<file path="src/rtl/bcd_scan_ctrl.sv">
// Multiplexed 7-segment scan controller: double-buffered BCD word, per-digit slot with
// anti-ghost blanking, leading-zero suppression and shadow reload only at frame wrap.
module bcd_scan_ctrl #(
   parameter int unsigned N_DIGITS     = 6,
   parameter int unsigned PRESCALE     = 100000,
   parameter int unsigned BLANK_CYCLES = 16
) (
   input  logic                clk_i,
   input  logic                rst_i,
   input  logic                we_i,
   input  logic [31:0]         data_i,
   output logic [N_DIGITS-1:0] an_o,
   output logic [6:0]          seg_o,
   output logic [2:0]          digit_o,
   output logic                frame_o
);

   localparam int unsigned CNT_W   = $clog2(PRESCALE);
   localparam int unsigned SH_W    = 4 * N_DIGITS + 2;
   localparam int unsigned BLZ_BIT = 4 * N_DIGITS;
   localparam int unsigned EN_BIT  = BLZ_BIT + 1;

   localparam logic [CNT_W-1:0] SHOW_LAST = CNT_W'(PRESCALE - BLANK_CYCLES - 1);
   localparam logic [CNT_W-1:0] SLOT_LAST = CNT_W'(PRESCALE - 1);
   localparam logic [2:0]       DIG_LAST  = 3'(N_DIGITS - 1);

   typedef enum logic [1:0] {
      ST_OFF,
      ST_SHOW,
      ST_BLANK
   } state_t;

   state_t              state, state_n;
   logic [31:0]         live;
   logic [SH_W-1:0]     shadow, shadow_n;
   logic [CNT_W-1:0]    cnt, cnt_n;
   logic [2:0]          digit_n;
   logic                frame_n;
   logic [N_DIGITS-1:0] an_n;
   logic [6:0]          seg_n;
   logic [N_DIGITS-1:0] blank_mask;
   logic                all_zero;
   logic [3:0]          nib;
   logic                blank_sel;

   // Bits above the shadowed field are kept in the register but never displayed.
   logic unused_live;
   assign unused_live = ^live[31:SH_W];

   function automatic logic [6:0] seg_decode(input logic [3:0] n);
      case (n)
         4'd0:    seg_decode = 7'h40;
         4'd1:    seg_decode = 7'h79;
         4'd2:    seg_decode = 7'h24;
         4'd3:    seg_decode = 7'h30;
         4'd4:    seg_decode = 7'h19;
         4'd5:    seg_decode = 7'h12;
         4'd6:    seg_decode = 7'h02;
         4'd7:    seg_decode = 7'h78;
         4'd8:    seg_decode = 7'h00;
         4'd9:    seg_decode = 7'h10;
         default: seg_decode = 7'h3F;
      endcase
   endfunction

   // Live register: CPU-visible, updates on every write.
   always_ff @(posedge clk_i) begin
      if (rst_i)     live <= '0;
      else if (we_i) live <= data_i;
   end

   // Scan state and registered display outputs.
   always_ff @(posedge clk_i) begin
      if (rst_i) begin
         state   <= ST_OFF;
         shadow  <= '0;
         cnt     <= '0;
         digit_o <= '0;
         frame_o <= 1'b0;
         an_o    <= '1;
         seg_o   <= 7'h7F;
      end else begin
         state   <= state_n;
         shadow  <= shadow_n;
         cnt     <= cnt_n;
         digit_o <= digit_n;
         frame_o <= frame_n;
         an_o    <= an_n;
         seg_o   <= seg_n;
      end
   end

   // Next-state, then outputs decoded from the next-state values so they stay registered.
   always_comb begin
      state_n    = state;
      shadow_n   = shadow;
      cnt_n      = cnt + 1'b1;
      digit_n    = digit_o;
      frame_n    = 1'b0;
      an_n       = '1;
      seg_n      = 7'h7F;
      blank_mask = '0;
      all_zero   = 1'b1;
      nib        = 4'd0;
      blank_sel  = 1'b0;

      if (!live[EN_BIT]) begin
         state_n = ST_OFF;
         cnt_n   = '0;
         digit_n = '0;
      end else begin
         case (state)
            ST_OFF: begin
               state_n  = ST_SHOW;
               shadow_n = live[SH_W-1:0];
               cnt_n    = '0;
               digit_n  = '0;
               frame_n  = 1'b1;
            end
            ST_SHOW: begin
               if (cnt == SHOW_LAST) state_n = ST_BLANK;
            end
            ST_BLANK: begin
               if (cnt == SLOT_LAST) begin
                  state_n = ST_SHOW;
                  cnt_n   = '0;
                  if (digit_o == DIG_LAST) begin
                     digit_n  = '0;
                     shadow_n = live[SH_W-1:0];
                     frame_n  = 1'b1;
                  end else begin
                     digit_n = digit_o + 3'd1;
                  end
               end
            end
            default: begin
               state_n = ST_OFF;
               cnt_n   = '0;
               digit_n = '0;
            end
         endcase
      end

      // Digit i>0 is a leading zero when it and every higher nibble are zero.
      for (int i = N_DIGITS - 1; i >= 0; i--) begin
         all_zero      = all_zero & (shadow_n[4*i +: 4] == 4'd0);
         blank_mask[i] = shadow_n[BLZ_BIT] & all_zero & (i != 0);
      end

      for (int i = 0; i < N_DIGITS; i++) begin
         if (3'(i) == digit_n) begin
            nib       = shadow_n[4*i +: 4];
            blank_sel = blank_mask[i];
         end
      end

      if (state_n == ST_SHOW && !blank_sel) begin
         for (int i = 0; i < N_DIGITS; i++) an_n[i] = (3'(i) != digit_n);
         seg_n = seg_decode(nib);
      end
   end

endmodule

</file>
<file path="config.mk">
export PLATFORM = sky130hd
export DESIGN_NAME = bcd_scan_ctrl
export DESIGN_NICKNAME = d
export VERILOG_FILES = /design/src/rtl/bcd_scan_ctrl.sv
export SDC_FILE = /design/constraint.sdc
export NUM_CORES = 1
export LEC_CHECK = 0
export CORE_MARGIN = 2
export CORE_UTILIZATION = 54
export CTS_CLUSTER_DIAMETER = 150
export DETAILED_ROUTE_END_ITERATION = 8
export GPL_TIMING_DRIVEN = 1
export PLACE_DENSITY_LB_ADDON = 0.25
export SLEW_MARGIN = 0
export SYNTH_ARGS = -nofsm -noshare
export SYNTH_HDL_FRONTEND = slang
export SYNTH_SLANG_ARGS = --single-unit
</file>
<file path="constraint.sdc">
create_clock -name clk_i -period 7.6 [get_ports clk_i]
set_input_delay 2.28 -clock clk_i [delete_from_list [all_inputs] [get_ports clk_i]]
set_output_delay 2.28 -clock clk_i [all_outputs]
set_load 0.02 [all_outputs]
</file>
# Word level (Yosys, flattened, before mapping)
# Memories as Yosys holds them, arrays and structs flattened. A register that Yosys moved wholly into a read port is not among the register bits.
# Cells that the tools add are included.
# W data, S select, Z words.
[classes]
addsub = 2
n_eq_ne = 16
muxes = 28
bitwise_logic = 11
reduce_logical = 12
[op_table]
columns = ["operator", "count"]
rows = [
  ["$mux W25", 3],
  ["$pmux W25 S2", 1],
  ["$eq A17 B17 Y1 const B", 2],
  ["$pmux W17 S2", 1],
  ["$mux W4", 6],
  ["$logic_not A4 Y1", 5],
  ["$add A17 B1 Y17 const B", 1],
  ["$mux W17", 1],
  ["$and A1 B1 Y1", 9],
  ["$mux W3", 3],
  ["$mux W1", 7],
  ["$eq A2 B3 Y1 const A", 2],
  ["$eq A3 B3 Y1 const A", 2],
  ["$mux W2", 3],
  ["$ne A2 B3 Y1 const A", 2],
  ["$ne A3 B3 Y1 const A", 2],
  ["$pmux W2 S3", 1],
  ["$pmux W3 S2", 1],
  ["$eq A2 B1 Y1 const B", 2],
  ["$reduce_or A2 Y1", 2],
  ["$add A3 B1 Y3 const B", 1],
  ["$eq A1 B3 Y1 const A", 1],
  ["$eq A3 B3 Y1 const B", 1],
  ["$logic_not A3 Y1", 1],
  ["other kinds (8)", 9],
]
[totals]
regBits = 80
mem_bits_ro = 112
in_bits = 35
out_inout_bits = 17
elab_cells = 77
n_memories = 1
[memory_table]
columns = ["memory", "depth", "width", "rd", "rd_clocked_by_memory_dff", "write_ports", "line_no", "text"]
rows = [
  ["(name not given)", 16, 7, 1, 1, 0, "51", "case (n)"],
]

# Logic depth before layout (Yosys ltp)
[depth]
ltp_word = 20
ltp_mapped = 20
depth_no_buf = 16

# Worst setup path before layout
# OpenSTA, ideal clock, no wires.
[synth_timing]
kind = "flip-flop to flip-flop"
startpoint = "reg state[0]"
endpoint = "reg seg_o[4]"
setup_time_ns = 0.069
arrival_time_ns = 3.520
required_time_ns = 7.531
slack_ns = 4.012
path_stages_with_launch = 18
path_buffers = 1
synth_period_minus_slack_ns = 3.588
cell_sequence = "dfxtp_1 > inv_1 > ha_1 > clkbuf_1 > and3b_1 > a211oi_1 > nand3_2 > a221oi_4 > nor2b_1 > nor4_1 > a22oi_2 > inv_1 > ha_1 > or2_2 > o22a_1 > o31ai_1 > a211oi_1 > o21ai_1"
[synth_via]
elab_chain_len = 18
word_cells_on_any_way = 47
cone_classes = "eq/ne: 8; mux: 19; bitwise: 10; reduce/logical: 10"
[synth_lines]
columns = ["element", "line_no", "text"]
rows = [
  ["start, declared", "33", "state_t state, state_n;"],
  ["start signal, assigned", "83", "state <= state_n;"],
  ["$eq A2 B2 Y1 / $logic_not A2 Y1 (equally long branches)", "112", "case (state)"],
  ["$pmux W25 S2", "112", ""],
  ["$mux W25", "107", "if (!live[EN_BIT]) begin"],
  ["$logic_not A4 Y1", "146", "all_zero = all_zero & (shadow_n[4*i +: 4] == 4'd0);"],
  ["$and A1 B1 Y1 (4 in a row)", "146", ""],
  ["$and A1 B1 Y1", "147", "blank_mask[i] = shadow_n[BLZ_BIT] & all_zero & (i != 0);"],
  ["$mux W1 (5 in a row)", "151", "if (3'(i) == digit_n) begin"],
  ["$logic_not A1 Y1", "157", "if (state_n == ST_SHOW && !blank_sel) begin"],
  ["$logic_and A1 B1 Y1", "157", ""],
  ["$not A1 Y1 (no line)", "-", ""],
  ["$reduce_or A2 Y1 (no line)", "-", ""],
  ["end, declared", "13", "output logic [6:0] seg_o,"],
]
# Several ways; a longest one is shown, not always the timed one.
# A chain may end at the register's enable or synchronous reset.

# Final worst setup path
# Ends and elaborated chain as after synthesis.

==> results.cfg <==
[outcome]
status = completed

[clock_network]
htreeDepth = 3
cts_resized = 0
path_clk_slew_ns = 0.09
clockBufferDepth = 2
cts_made_buffers = 9
root_buffer = clkbuf_8
cts_setup_buffers = 0
clk_latency_ns = 0.37
cts_tree = built
cts.sinks = 87
cts-hold-fix-buffers = 0

[setup_path]
startpoint_type = flop
timing.rr.end = seg_o[4]
cp_slowest_cell = a21o_1
required_ns = 7.90
critPathMaxStageDelay_ns = 0.73
critPathCaptureType = flop
cp_data_arrival_time_ns = 4.90
crit_buf_inv = 2
r2r-start = state[0]
crit_fanout = 27
r2r_cells = 16
crit_chain = inv_1 > ha_1 > and4b_1 > and2_0 > a21o_1 > a22oi_1 > nor2b_1 > nor4_1 > a22oi_2 > inv_1 > ha_1 > or2_2 > o22a_1 > o31ai_1 > a211oi_1 > o21ai_1
critical_path_class = flop to flop
critPathTopFamily = compound AO/OA/AOI/OAI gates
r2r_setup_slack_ns = 3.00

[pwr]
sw_frac_of_total = 0.248
peakVddDrop_mv = 0.131
p_leak_nw = 1.89
power_frac_seq = 0.515
switching_power_w = 0.000230
power_density_nw_per_um2 = 188
p_int_w = 0.000697
combPwrFrac = 0.089
power.share.clock = 0.395

[floorplanning]
core-area_um2 = 7690
dieArea_um2 = 8600
die_x_um = 92.7
die_h_um = 92.7
io_pins = 52
initial_utilization = 0.553
row_count = 32

[logic_synthesis]
synth_flop_cell = dfxtp_1
ys_ff_latch = 87
synth.distinct_cells = 73
synth_nets = 516
async_flop_share = 0
synth_edf_count = 0
syn-instance-count = 471
ys_seq_area_frac = 0.410
synth_area_um2 = 4250
yosysWarnings = 0
syn_area_per_cell_um2 = 9.02

[layout]
syn_to_final_growth_pct = 15.9
layout_common_cells = dfxtp_1 (87), nor2_1 (83), clkdlybuf4s50_1 (44)
final_common_cell = dfxtp_1
diodes = 0
regArea_um2 = 1740
drive_gt1_frac = 0.0807
stdcell_area_um2 = 4930
nets = 548
multi_input_area_um2 = 2320
nFillCells = 681

[min_path]
min_from = cnt[0]
worstHoldPathType = flop to flop
whs_path_depth = 1
hold_end = cnt[0]

[placed_design]
numPortBuffers = 45
placed_cell_area_um2 = 4700
finalWeightedCongestion = 0.947
hpwlAfterDp_um = 6890

[timing]
max_slew.worst_pin.slew_ns = 1.02
clock_skew_ns = 0.00837
slew_headroom = 0.318
period_share = 0.605
hold_viol_final = 0
tns_ns = 0
period_minus_slack_ns = 4.60
setup_violations = 0
drv_slew = 0
fmax_mhz = 217
rsz0062_at_grt = no

[routing]
drtPass1Iterations = 7
post_drt_wl_per_cell_um = 15.8
vias = 3626
drtIter0Drc = 182
vias_per_cell = 5.94
drt-total-wl_um = 9630
route.detailed.drc = 0
ant_nets = 0

[grt]
grt-ovfl-total = 0
grt_pass1_vias = 3514
grt_start_max_net_pins = 58
antenna_found_initial = 0
grt_pass1_wl_um = 16200
grt_usage = 0.237

[run]
drv_cap = 0
==> power groups by stage <==
stage / clock, W / combinational [W] / sequential (W)
finish: 0.000367 / 0.0000829 / 0.000478
global route: 0.000388 / 0.0000910 / 0.000480
CTS: 0.000370 / 0.0000824 / 0.000478
detailed placement: 0 / 0.0000819 / 0.000488
global placement: 0 / 0.0000800 / 0.000488
floorplan: 0 / 0.0000531 / 0.000488
==> worst max-delay path by stage <==
| stage | startpoint | end | slack (ns) | cells past startpoint |
|---|---|---|---|---|
| floorplan | state[0] | seg_o[4] | 4.01 | 17 |
| CTS | state[0] | seg_o[4] | 3.07 | 16 |
| finish | state[0] | seg_o[4] | 3.00 | 16 |
| detailed placement | state[0] | seg_o[4] | 3.09 | 16 |
| global placement | state[0] | seg_o[4] | 3.22 | 16 |
| global route | state[0] | seg_o[4] | 2.64 | 16 |
==> registers in the layout, summed over array words and instances, names as in the netlist <==
| register | count |
|---|---|
| an_o | 6 |
| shadow | 25 |
| frame_o | 1 |
| cnt | 17 |
| digit_o | 3 |
| live | 26 |
| seg_o | 7 |
| state | 2 |
==> final cells by class <==
cell class / count / share of cell area
multi-input combinational: 346 / 0.471
inverter: 11 / 0.00838
clock inverter: 7 / 0.0208
clock buffer: 9 / 0.0251
timing repair buffer: 48 / 0.0950
sequential: 87 / 0.354
tap: 102 / 0.0259
==> cells in the mapped netlist (all sizes together) (9+ instances only) <==
master | number | area share
o21ai | 16 | 0.021
nor2b | 10 | 0.015
mux2i | 32 | 0.075
nand2 | 29 | 0.026
dfxtp | 87 | 0.41
nor2 | 83 | 0.073
inv | 11 | 0.0097
ha | 10 | 0.029
nor3 | 9 | 0.011
buf | 12 | 0.021
clkbuf | 15 | 0.013
a22oi | 18 | 0.033
nand3 | 12 | 0.015
a21oi | 16 | 0.019
==> through the flow <==
| step | power (W) | hold WS, ns | instances | worst slack, ns | utilization |
|---|---|---|---|---|---|
| global route | 0.000959 | 0.492 | 610 | 2.64 | 0.641 |
| CTS | 0.000930 | 0.482 | 610 | 3.07 | 0.641 |
| finish | 0.000927 | 0.477 | 610 | 3.00 | 0.641 |
| floorplan | 0.000541 | 0.426 | 471 | 4.01 | - |
| global placement | 0.000568 | 0.439 | 594 | 3.22 | 0.611 |
| detailed placement | 0.000570 | 0.464 | 594 | 3.09 | 0.611 |
==> cell families (layout without fill, tap and decap cells) <==
kind of cell / count (synthesis) / count (layout) / synth area share
and+or+nand+nor: 185 / 185 / 0.218
AOI/OAI and AO/OA: 99 / 99 / 0.180
DFF: 87 / 87 / 0.410
buffers and inverters: 38 / 75 / 0.0442
muxes: 36 / 36 / 0.0860
xor gates and xnor gates: 16 / 16 / 0.0330
adders and majority gates: 10 / 10 / 0.0294
==> layer usage <==
metal | vias up | share of wire | track usage | routed length (um)
met2 | 116 | 0.48 | 0.389 | 4600
met3 | 19 | 0.053 | 0.0439 | 510
li1 | 1770 | - | - | -
met1 | 1721 | 0.44 | 0.298 | 4270
met4 | 0 | 0.026 | 0.118 | 250
met5 | - | 0 | 0 | 0
==> worst register-to-register path, cell delays in order, from the launching register on <==
cell      delay, ns
dfxtp_1        0.36
inv_1          0.10
ha_1           0.56
and4b_1        0.32
and2_0         0.31
a21o_1         0.73
a22oi_1        0.22
nor2b_1        0.21
nor4_1         0.09
a22oi_2        0.46
inv_1          0.16
ha_1           0.26
or2_2          0.31
o22a_1         0.17
o31ai_1        0.07
a211oi_1       0.07
o21ai_1        0.14
(Power assumes the default switching activity.)
